<file path="src/rtl/eth_pkg.sv">
// Shared Ethernet TX/RX constants: arbiter FSM encoding, frame limits, preamble bytes.
package eth_pkg;

  typedef logic [1:0] tx_state_t;

  localparam tx_state_t ST_IDLE  = 2'd0;
  localparam tx_state_t ST_GRANT = 2'd1;
  localparam tx_state_t ST_SEND  = 2'd2;
  localparam tx_state_t ST_IFG   = 2'd3;

  localparam int IFG_DEFAULT           = 12;
  localparam int START_TIMEOUT_DEFAULT = 16;
  localparam int MAX_FRAME_DEFAULT     = 1600;

  localparam logic [7:0] PREAMBLE_BYTE = 8'h55;
  localparam logic [7:0] SFD_BYTE      = 8'hD5;

  localparam logic OWN_ARP = 1'b0;
  localparam logic OWN_UDP = 1'b1;

  // Round-robin pick: on a tie the requester not served last wins.
  function automatic logic rr_pick(input logic arp, input logic udp, input logic last);
    if (arp && udp) return ~last;
    if (arp)        return OWN_ARP;
    return OWN_UDP;
  endfunction

endpackage

</file>
<file path="src/rtl/eth_tx_arbiter.sv">
// Frame-level GMII TX arbiter between the ARP responder and UDP TX engine,
// with inter-frame gap, start timeout and runaway-frame watchdogs.
module eth_tx_arbiter
  import eth_pkg::*;
#(
  parameter int IFG_CYCLES       = IFG_DEFAULT,
  parameter int START_TIMEOUT    = START_TIMEOUT_DEFAULT,
  parameter int MAX_FRAME_CYCLES = MAX_FRAME_DEFAULT
) (
  input  logic       eth_txc,
  input  logic       rst_n,
  input  logic       arp_req,
  output logic       arp_gnt,
  input  logic       arp_tx_en,
  input  logic [7:0] arp_txd,
  input  logic       udp_req,
  output logic       udp_gnt,
  input  logic       udp_tx_en,
  input  logic [7:0] udp_txd,
  output logic       eth_tx_en,
  output logic [7:0] eth_txd,
  output logic       busy,
  output logic       tx_err
);

  localparam logic [15:0] IFG_LAST = 16'(IFG_CYCLES - 1);
  localparam logic [15:0] TO_LAST  = 16'(START_TIMEOUT - 1);
  localparam logic [15:0] LEN_LAST = 16'(MAX_FRAME_CYCLES - 1);

  tx_state_t   state_q, state_d;
  logic [15:0] cnt_q, cnt_d;
  logic        owner_q, owner_d;
  logic        last_q, last_d;
  logic        tx_en_q, tx_en_d;
  logic [7:0]  txd_q, txd_d;
  logic        tx_err_q, tx_err_d;

  // Only the owner's lane is ever looked at; the other requester is ignored.
  logic       sel_tx_en;
  logic [7:0] sel_txd;
  logic       start_to, len_hit, ifg_done;

  assign sel_tx_en = (owner_q == OWN_UDP) ? udp_tx_en : arp_tx_en;
  assign sel_txd   = (owner_q == OWN_UDP) ? udp_txd   : arp_txd;
  assign start_to  = (cnt_q == TO_LAST);
  assign len_hit   = (cnt_q == LEN_LAST);
  assign ifg_done  = (cnt_q == IFG_LAST);

  always_ff @(posedge eth_txc or negedge rst_n) begin
    if (!rst_n) begin
      state_q  <= ST_IDLE;
      cnt_q    <= '0;
      owner_q  <= OWN_ARP;
      last_q   <= OWN_UDP;
      tx_en_q  <= 1'b0;
      txd_q    <= '0;
      tx_err_q <= 1'b0;
    end else begin
      state_q  <= state_d;
      cnt_q    <= cnt_d;
      owner_q  <= owner_d;
      last_q   <= last_d;
      tx_en_q  <= tx_en_d;
      txd_q    <= txd_d;
      tx_err_q <= tx_err_d;
    end
  end

  always_comb begin
    state_d = state_q;
    owner_d = owner_q;
    last_d  = last_q;
    unique case (state_q)
      ST_IDLE: begin
        if (arp_req || udp_req) begin
          state_d = ST_GRANT;
          owner_d = rr_pick(arp_req, udp_req, last_q);
        end
      end
      ST_GRANT: begin
        if (sel_tx_en) begin
          state_d = ST_SEND;
          last_d  = owner_q;
        end else if (start_to) begin
          state_d = ST_IFG;
        end
      end
      ST_SEND: begin
        if (!sel_tx_en || len_hit) state_d = ST_IFG;
      end
      ST_IFG: begin
        if (ifg_done) state_d = ST_IDLE;
      end
      default: state_d = ST_IDLE;
    endcase
    // One shared counter, restarted on every state change and parked in IDLE.
    cnt_d = (state_d != state_q || state_q == ST_IDLE) ? 16'd0 : cnt_q + 16'd1;
  end

  always_comb begin
    tx_en_d  = 1'b0;
    txd_d    = 8'h00;
    tx_err_d = 1'b0;
    unique case (state_q)
      ST_GRANT: begin
        if (sel_tx_en) begin
          tx_en_d = 1'b1;
          txd_d   = sel_txd;
        end else if (start_to) begin
          tx_err_d = 1'b1;
        end
      end
      ST_SEND: begin
        if (sel_tx_en) begin
          if (len_hit) begin
            tx_err_d = 1'b1;
          end else begin
            tx_en_d = 1'b1;
            txd_d   = sel_txd;
          end
        end
      end
      default: ;
    endcase
  end

  assign arp_gnt   = (state_q == ST_GRANT || state_q == ST_SEND) && (owner_q == OWN_ARP);
  assign udp_gnt   = (state_q == ST_GRANT || state_q == ST_SEND) && (owner_q == OWN_UDP);
  assign busy      = (state_q != ST_IDLE);
  assign eth_tx_en = tx_en_q;
  assign eth_txd   = txd_q;
  assign tx_err    = tx_err_q;

endmodule

</file>
<file path="config.mk">
export PLATFORM = sky130hd
export DESIGN_NAME = eth_tx_arbiter
export DESIGN_NICKNAME = d
export VERILOG_FILES = /design/src/rtl/eth_pkg.sv /design/src/rtl/eth_tx_arbiter.sv
export SDC_FILE = /design/constraint.sdc
export NUM_CORES = 1
export LEC_CHECK = 0
export ABC_AREA = 1
export ABC_CLOCK_PERIOD_IN_PS = 2300
export BUFFER_PORTS_ARGS = -buffer_cell sky130_fd_sc_hd__buf_2
export CELL_PAD_IN_SITES_DETAIL_PLACEMENT = 1
export CELL_PAD_IN_SITES_GLOBAL_PLACEMENT = 2
export CORE_ASPECT_RATIO = 0.5
export CORE_MARGIN = 2
export CORE_UTILIZATION = 32
export CTS_BUF_LIST = sky130_fd_sc_hd__clkbuf_2 sky130_fd_sc_hd__clkbuf_4 sky130_fd_sc_hd__clkbuf_8
export CTS_CLUSTER_SIZE = 20
export DETAILED_ROUTE_END_ITERATION = 7
export GPL_ROUTABILITY_DRIVEN = 0
export GPL_TIMING_DRIVEN = 0
export PLACE_DENSITY = 0.93
export SETUP_SLACK_MARGIN = 0.2
export SLEW_MARGIN = 10
export SYNTH_ARGS = -nofsm -noshare
export SYNTH_HDL_FRONTEND = slang
export SYNTH_SLANG_ARGS = --single-unit
export TNS_END_PERCENT = 10
</file>
<file path="constraint.sdc">
create_clock -name eth_txc -period 2.3 [get_ports eth_txc]
set_input_delay 0.46 -clock eth_txc [delete_from_list [all_inputs] [get_ports eth_txc]]
set_output_delay 0.46 -clock eth_txc [all_outputs]
set_load 0.02 [all_outputs]
</file>
-- Word level (Yosys, flattened, before mapping)
Index checks and enable logic that the tools add are counted.
- output and inout bits: 13
- word-level logic and storage cells: 62
- register bits: 30
- bits of input ports: 22
- mux-type cells: 33
- reduce and logical (&&, ||, !) cells: 12
- $add $sub $neg: 1
- bitwise logic cells: 2
- equality and inequality tests: 7
- operator list (cell ; number):
    $eq A16 B4 Y1 const B ; 2
    $mux W8 ; 4
    $mux W1 ; 19
    $add A16 B1 Y16 const B ; 1
    $eq A16 B11 Y1 const B ; 1
    $mux W16 ; 1
    $pmux W8 S2 ; 1
    $mux W2 ; 5
    $pmux W2 S4 ; 1
    $eq A2 B2 Y1 const B ; 2
    $logic_or A1 B1 Y1 ; 4
    $pmux W1 S2 ; 2
    $reduce_and A2 Y1 ; 2
    $logic_and A1 B1 Y1 ; 3
    $eq A2 B1 Y1 const B ; 1
    $logic_not A2 Y1 ; 1
    $ne A2 B2 Y1 ; 1
    $not A1 Y1 ; 2
    $reduce_bool A2 Y1 ; 1
    $logic_not A1 Y1 ; 1

-- Longest topological paths before layout
Gate-level depths: netlist of run 1.
- depth in word-level cells: 9
- gate-level depth with buffers: 14

-- Worst setup path before layout of run 1
OpenSTA, ideal clock, no wires.
- path kind: register to register
- start: reg state_q[0]
- end: reg cnt_q[13]
- setup slack: 0.596 ns
- arrival time: 1.584 ns
- cell stages (with the launch flop): 10
- setup time: 0.120 ns
- clock period less this slack: 1.704 ns
- buffers on the path: 1
- cell sequence: dfrtp_1 > inv_1 > ha_1 > inv_1 > nor2_1 > o21ai_2 > nand3_1 > nand3_4 > buf_6 > nor2_1
- longest elaborated chain between the ends: 6
- elaborated cells between the ends (all ways): 13
- ends and longest elaborated chain (element ; RTL line ; text):
    start: declaration ; eth_tx_arbiter.sv:30 ; tx_state_t state_q, state_d;
    start signal: assignment ; eth_tx_arbiter.sv:59 ; state_q <= state_d;
    $mux W2 ; eth_tx_arbiter.sv:84 ; end else if (start_to) begin
    $mux W2 ; eth_tx_arbiter.sv:81 ; if (sel_tx_en) begin
    $pmux W2 S4 ; eth_tx_arbiter.sv:73 ; unique case (state_q)
    $ne A2 B2 Y1 ; eth_tx_arbiter.sv:97 ; cnt_d = (state_d != state_q || state_q == ST_IDLE) ? 16'd0 : cnt_q + 16'd1;
    $logic_or A1 B1 Y1 * ; eth_tx_arbiter.sv:97 ;
    $mux W16 * ; eth_tx_arbiter.sv:97 ;
    named net cnt_d[13] ; eth_tx_arbiter.sv:31 ; logic [15:0] cnt_q, cnt_d;
    end signal: assignment ; eth_tx_arbiter.sv:60 ; cnt_q <= cnt_d;
    end: declaration ; eth_tx_arbiter.sv:31 ;
The timed path passes the listed nets; every way through them passes the cells marked *.
A chain may end at the register's enable or synchronous reset.

-- Worst setup path after layout of run 1
- start: reg state_q[0]
- end: out arp_gnt
- longest elaborated chain between the ends: 3
- elaborated cells between the ends (all ways): 4
- ends and longest elaborated chain (element ; RTL line ; text):
    $eq A2 B1 Y1 or $eq A2 B2 Y1 (tied branches) ; eth_tx_arbiter.sv:127 ; assign arp_gnt = (state_q == ST_GRANT || state_q == ST_SEND) && (owner_q == OWN_ARP);
    $logic_or A1 B1 Y1 * ; eth_tx_arbiter.sv:127 ;
    $logic_and A1 B1 Y1 * ; eth_tx_arbiter.sv:127 ;
    end: declaration ; eth_tx_arbiter.sv:13 ; output logic arp_gnt,
Mark *: on every way between the ends. The rest lies on a longest branch, timed or not.

==> results.cfg, run 1 <==
[synthesis]
synth_common_cells = nand2_1 (52), nor2_1 (33), dfrtp_1 (29)
synth_top_area_share_pct = 45.7
yosys-top-cells-area = dfrtp_1 (46%), nand2_1 (12%), nor2_1 (7.8%)
synth_cells = 198
synth-edff-count = 0
synthMostInstantiatedCell = nand2_1
synthesis.nets = 225
synth_ff_type = dfrtp_1
ys_seq_area_share_pct = 47.3
synth_seq_cells = 30
synth_cell_types = 22
async_flop_share_pct = 100
syn_area_um2 = 1590
yosys_warnings = 0
synth_area_leader_cell = dfrtp_1
syn_avg_cell_area_um2 = 8.03

[detailed_routing]
viasPerCell = 4.52
wirelength_mm = 3.84
drc = 0
firstDrtPassIters = 4
wl_per_cell_um = 12.4
final_antenna_net_count = 0
dr.first_iter.drc_count = 68
num_vias = 1400

[sta]
worst_slew_pin_slew_ns = 0.686
final.setup.tns_ns = 0
relSlewSlack_pct = 54.3
final.period_utilization_pct = 84.8
hold_viol = 0
setup_viol = 0
rsz0062_at_grt = false
drv_slew = 0
fin_crit_ns = 1.95
skew_ns = 0.00392
timing.fmax_mhz = 513

[clock_network]
cts_sinks = 30
cts_made_buffers = 5
ctsHoldBuffers = 0
cts_tree = built
cts_max_level = 2
insertion_delay_ns = 0.28
cts.path.max_buffers = 2
clk_pin_slew_ns = 0.07
post_cts_resized = 0
post_cts_buffers = 0
cts-root-buf = clkbuf_8

[global_routing]
grt_pass1_wl_mm = 6.57
grt_pass1_vias = 1467
grt_overflow = 0
grt_max_degree = 31
grt_usage_pct = 15.5
antenna_found_initial = 0

[floorplan]
die_x_um = 104
fp-row-count = 18
io_pins = 35
core_um2 = 4840
die_y_um = 53.8
start_util_pct = 32.8
dieArea_um2 = 5580

[placement]
dp_hpwl_mm = 2.96
port_buffers = 34

[min_path]
holdCritPathClass = primary input to asynchronous set/reset pin

[worst_setup_path]
slowest_stage = dfrtp_2
path_common_cell = inv_1
critPathRequiredTime_ns = 1.84
worstSetupStartpoint = state_q[0]$_DFF_PN0_
crit_arrival_ns = 1.49
reg2reg_from = cnt_q[0]$_DFF_PN0_
critPathLaunchType = flop
cp-end-kind = output port
crit_path_cell_trace = inv_1, ha_1, inv_1, nor2_1, buf_2
cp_max_fo = 5
crit_family = flip-flops
path_class = flop to output port
max_stage_delay_ns = 0.43
path_buf_inv = 3

[layout]
fillers = 614
n_antenna_cell = 0
layout.nets = 266
areaGrowthSynthToFinish_pct = 22.6
fin_util_pct = 40.2
layout-drive-gt1-share_pct = 24.2

[pwr]
p_per_area_nw_per_um2 = 1100
ir_worst_vdd_mv = 0.566
leakagePower_nw = 0.992

[status]
status = completed

[job]
drv_cap = 0
[worst paths after layout]
path / endpoint / slack [ns] / depth (start not counted)
min in group eth_txc: eth_txd[1]$_DFF_PN0_ / 0.41 / 3
max in group asynchronous: state_q[0]$_DFF_PN0_ / 1.60 / 1
setup / recovery: arp_gnt / 0.35 / 5
setup reg to reg: cnt_q[12]$_DFF_PN0_ / 0.43 / 12
hold / removal: eth_txd[7]$_DFF_PN0_ / 0.21 / 1
hold reg to reg: cnt_q[0]$_DFF_PN0_ / 0.46 / 1
[per-stage QoR]
stage | worst slack, ns | power [mW] | area, um2 | hold WS, ns | std cells
floorplan | 0.596 | 1.42 | 1590 | 0.164 | 198
global placement | 0.411 | 1.68 | 1850 | 0.444 | 302
detailed placement | 0.348 | 1.71 | 1850 | 0.453 | 302
CTS | 0.272 | 2.19 | 1940 | 0.239 | 310
global route | 0.214 | 2.33 | 1950 | 0.261 | 310
finish | 0.349 | 2.15 | 1950 | 0.215 | 310
[per-layer routing]
metal | wire (um) | GRT usage (%) | up-vias
met2 | 1850 | 29.2 | 27
li1 | - | - | 698
met5 | 0 | 0 | -
met1 | 1740 | 17.1 | 668
met4 | 72 | 7.43 | 0
met3 | 174 | 4.12 | 7
[area by class of cell]
cell class	count	area, um2	share of cell area (%)
clock buffers	7	90.1	4.62
plain buffers	3	18.8	0.963
well taps	70	87.6	4.50
clock inverters	1	5.00	0.257
multi-input cells	145	747	38.3
inverters	20	75.1	3.85
flip-flops and latches	30	754	38.7
repair buffers	34	170	8.73
[flip-flops by register name, summed over array words and instances, names as in the netlist]
register / cells
cnt_q: 16
tx_err: 1
owner_q: 1
last_q: 1
eth_tx_en: 1
eth_txd: 8
state_q: 2
[report_power, final]
group          leakage [nW]  total (mW)  internal [mW]  switching, mW
Combinational         0.535       0.996          0.327          0.669
Clock                0.0517       0.457          0.253          0.204
Sequential            0.405       0.698          0.628         0.0695
[cells in the final DEF (no fill, tap or decap)]
cell / Yosys / final
a21oi_1: 14 / 13
a21oi_2: 0 / 1
buf_2: 0 / 34
buf_6: 1 / 1
clkbuf_1: 2 / 2
clkbuf_4: 0 / 1
clkbuf_8: 0 / 6
clkinv_2: 0 / 1
dfrtp_1: 29 / 27
dfrtp_2: 0 / 2
dfstp_2: 1 / 1
ha_1: 5 / 5
inv_1: 20 / 20
nand2_1: 52 / 52
nand2_2: 2 / 2
nand3_1: 10 / 10
nand3_2: 1 / 1
nand3_4: 1 / 1
nand4_1: 3 / 3
nor2_1: 33 / 33
nor2_2: 5 / 5
nor3_1: 1 / 1
nor3_2: 1 / 1
o21ai_0: 3 / 3
o21ai_2: 1 / 1
o21bai_1: 1 / 1
xnor2_1: 4 / 4
xor2_1: 8 / 8
[logic make-up after synthesis]
logic type | share of synthesized area, %
AND/OR/NAND/NOR | 29.8
flip-flops | 47.3
buffers and inverters | 5.91
AO/OA/AOI/OAI | 6.38
XOR/XNOR | 6.61
adder cells (fa/ha/maj) | 3.94
[worst reg2reg max path, stage by stage, from the launching register on]
cell	delay, ns
dfrtp_1	0.37
ha_1	0.22
nand3_2	0.14
nor2_2	0.19
nand2_1	0.07
nand2_1	0.06
nand2_1	0.10
nand3_1	0.11
nand2_1	0.05
inv_1	0.09
nand3_4	0.12
buf_6	0.17
nor2_1	0.11
(Power assumes the default switching activity.)
==> run 2: changes to the inputs <==
--- a/config.mk
+++ b/config.mk
@@ -5,20 +5,20 @@
 export SDC_FILE = /design/constraint.sdc
 export NUM_CORES = 1
 export LEC_CHECK = 0
-export ABC_AREA = 1
-export ABC_CLOCK_PERIOD_IN_PS = 2300
+export ABC_AREA = 0
+export ABC_CLOCK_PERIOD_IN_PS = 1870
 export BUFFER_PORTS_ARGS = -buffer_cell sky130_fd_sc_hd__buf_2
 export CELL_PAD_IN_SITES_DETAIL_PLACEMENT = 1
 export CELL_PAD_IN_SITES_GLOBAL_PLACEMENT = 2
 export CORE_ASPECT_RATIO = 0.5
 export CORE_MARGIN = 2
-export CORE_UTILIZATION = 32
+export CORE_UTILIZATION = 36
 export CTS_BUF_LIST = sky130_fd_sc_hd__clkbuf_2 sky130_fd_sc_hd__clkbuf_4 sky130_fd_sc_hd__clkbuf_8
 export CTS_CLUSTER_SIZE = 20
 export DETAILED_ROUTE_END_ITERATION = 7
 export GPL_ROUTABILITY_DRIVEN = 0
 export GPL_TIMING_DRIVEN = 0
-export PLACE_DENSITY = 0.93
+export PLACE_DENSITY = 0.94
 export SETUP_SLACK_MARGIN = 0.2
 export SLEW_MARGIN = 10
 export SYNTH_ARGS = -nofsm -noshare
==> constraint.sdc (replaced) <==
create_clock -name eth_txc -period 1.87 [get_ports eth_txc]
set_input_delay 0.374 -clock eth_txc [delete_from_list [all_inputs] [get_ports eth_txc]]
set_output_delay 0.374 -clock eth_txc [all_outputs]
set_load 0.02 [all_outputs]
==> results.cfg, run 2 <==
[status]
status = finished, violations left
violations = negative setup slack

[global_routing]
grt_max_degree = 31
grt_pass1_vias = 1531
grt_pass1_wl_mm = 7.56
antenna_found_initial = 0
grt_usage_pct = 18.8
grt_overflow = 0

[worst_setup_path]
critPathRequiredTime_ns = 2.07
critPathLaunchType = flop
path_common_cell = or4_4
cp-end-kind = flop
crit_arrival_ns = 2.81
cp_max_fo = 8
crit_path_cell_trace = or4_4, o41ai_4, a32oi_2, or4_4, buf_6, clkbuf_16, a211oi_2
max_stage_delay_ns = 0.56
path_class = flop to flop
slowest_stage = or4_4

[synthesis]
synth_area_leader_cell = dfrtp_1
synth_cells = 162
synthMostInstantiatedCell = dfrtp_1
yosys-top-cells-area = dfrtp_1 (42%), a211oi_2 (7.3%), xor2_1 (5.6%)
synth-edff-count = 0
synth_common_cells = dfrtp_1 (29), nor2_1 (11), xor2_1 (11)
synth_ff_type = dfrtp_1
synth_top_area_share_pct = 42.1
yosys_warnings = 0
syn_avg_cell_area_um2 = 10.7
async_flop_share_pct = 100
synth_seq_cells = 30
synthesis.nets = 189
ys_seq_area_share_pct = 43.6
syn_area_um2 = 1730
synth_cell_types = 40

[layout]
fillers = 516
largest_reg_flops = 16
regMostFlops = cnt_q
areaGrowthSynthToFinish_pct = 39.2
layout.nets = 251
n_antenna_cell = 0
layout-drive-gt1-share_pct = 46.2
layout_common_cells = buf_2 (32), dfrtp_1 (25), buf_4 (22)
final_common_cell = buf_2
final_cell_area_um2 = 2400

[sta]
final.period_utilization_pct = 139
final.setup.tns_ns = -14.73
rsz0062_at_grt = true
holdWs_ns = 0.133
fin_crit_ns = 2.61
setup_viol = 28
worst_slew_pin_slew_ns = 0.700
timing.fmax_mhz = 384
skew_ns = 0.00568
hold_viol = 0
relSlewSlack_pct = 53.3
setup_ws_ns = -0.737
drv_slew = 0

[detailed_routing]
final_antenna_net_count = 0
firstDrtPassIters = 4
num_vias = 1544
wl_per_cell_um = 17.3
viasPerCell = 5.31
dr.first_iter.drc_count = 89
drc = 0
wirelength_mm = 5.02

[pwr]
leakagePower_nw = 1.10
ir_worst_vdd_mv = 1.05
p_per_area_nw_per_um2 = 1360

[clock_network]
cts_tree = built
cts_max_level = 2
cts_sinks = 30
ctsHoldBuffers = 0
insertion_delay_ns = 0.29
clk_pin_slew_ns = 0.07
cts.path.max_buffers = 2
cts_made_buffers = 5
cts-root-buf = clkbuf_8

[floorplan]
fp-row-count = 17
io_pins = 35
start_util_pct = 38.3
core_um2 = 4510
die_x_um = 102
die_y_um = 53.0
dieArea_um2 = 5400

[placement]
dp_hpwl_mm = 3.08
dpl_cell_area_um2 = 1980
dp_slack_ns = -0.888
port_buffers = 34

[min_path]
holdCritPathClass = primary input to asynchronous set/reset pin

[job]
drv_cap = 0
run 2: area by class of cell:
type	count	area, um2	area share [%]
sequential	30	757	31.5
tap	66	82.6	3.44
clock inverter	2	12.5	0.521
clock buffer	6	82.6	3.44
timing repair buffer	55	360	15.0
inverter	6	32.5	1.35
multi-input combinational	117	992	41.3
buffer	9	82.6	3.44
run 2: cell families (layout without fill, tap and decap cells):
logic type | after synthesis | after routing | synth area share [%]
AND/OR/NAND/NOR | 56 | 56 | 18.1
adder cells (fa/ha/maj) | 5 | 5 | 3.63
XOR/XNOR | 14 | 14 | 7.11
AO/OA/AOI/OAI | 32 | 32 | 17.9
flip-flops | 30 | 30 | 43.6
buffers and inverters | 15 | 78 | 3.84
multiplexers | 10 | 10 | 5.87
run 2: through the flow:
step | power, mW | cells | util, %
after floorplan | 1.74 | 162 | -
after global placement | 2.06 | 262 | 43.9
after detailed placement | 2.09 | 262 | 43.9
after CTS | 2.93 | 281 | 49.9
after global routing | 3.46 | 291 | 53.3
final | 3.26 | 291 | 53.3
run 2: power by group:
part	leakage, nW	switching (mW)	total (mW)	internal [mW]
logic	0.655	1.06	1.88	0.814
registers	0.402	0.0721	0.822	0.750
clock network	0.0472	0.271	0.567	0.296
run 2: per-layer routing:
layer	vias to the layer above	routed length [um]	share of wire [%]	global-route usage [%]
met1	778	2390	47	26.0
met4	0	55	1.1	5.78
met5	-	0	0	0
met2	35	2450	49	30.2
li1	724	-	-	-
met3	7	129	2.6	3.70
run 2: worst paths after layout:
| path | startpoint | slack (ns) | endpoint | cells past startpoint |
|---|---|---|---|---|
| worst max-delay path | cnt_q[9]$_DFF_PN0_ | -0.74 | cnt_q[12]$_DFF_PN0_ | 7 |
| worst min-delay path | rst_n | 0.13 | cnt_q[13]$_DFF_PN0_ | 1 |
| worst max register to register | cnt_q[9]$_DFF_PN0_ | -0.74 | cnt_q[12]$_DFF_PN0_ | 7 |
| worst min register to register | cnt_q[0]$_DFF_PN0_ | 0.50 | cnt_q[0]$_DFF_PN0_ | 1 |
| max in group asynchronous | rst_n | 1.25 | state_q[1]$_DFF_PN0_ | 1 |
| min in group eth_txc | udp_req | 0.31 | state_q[1]$_DFF_PN0_ | 2 |
run 2: timing repair:
action,4_1_cts,5_1_grt
buffers inserted,11,9
endpoints found under the setup margin,31,31
gates cloned,0,1
pin swaps,14,16
gates resized for setup,26,22
run 2: critical path, delay by kind of cell (launching register included):
kind,cells,cell delay [ns]
AOI/OAI and AO/OA,3,0.78
buffers and inverters,2,0.32
DFF,1,0.42
and+or+nand+nor,2,1.00
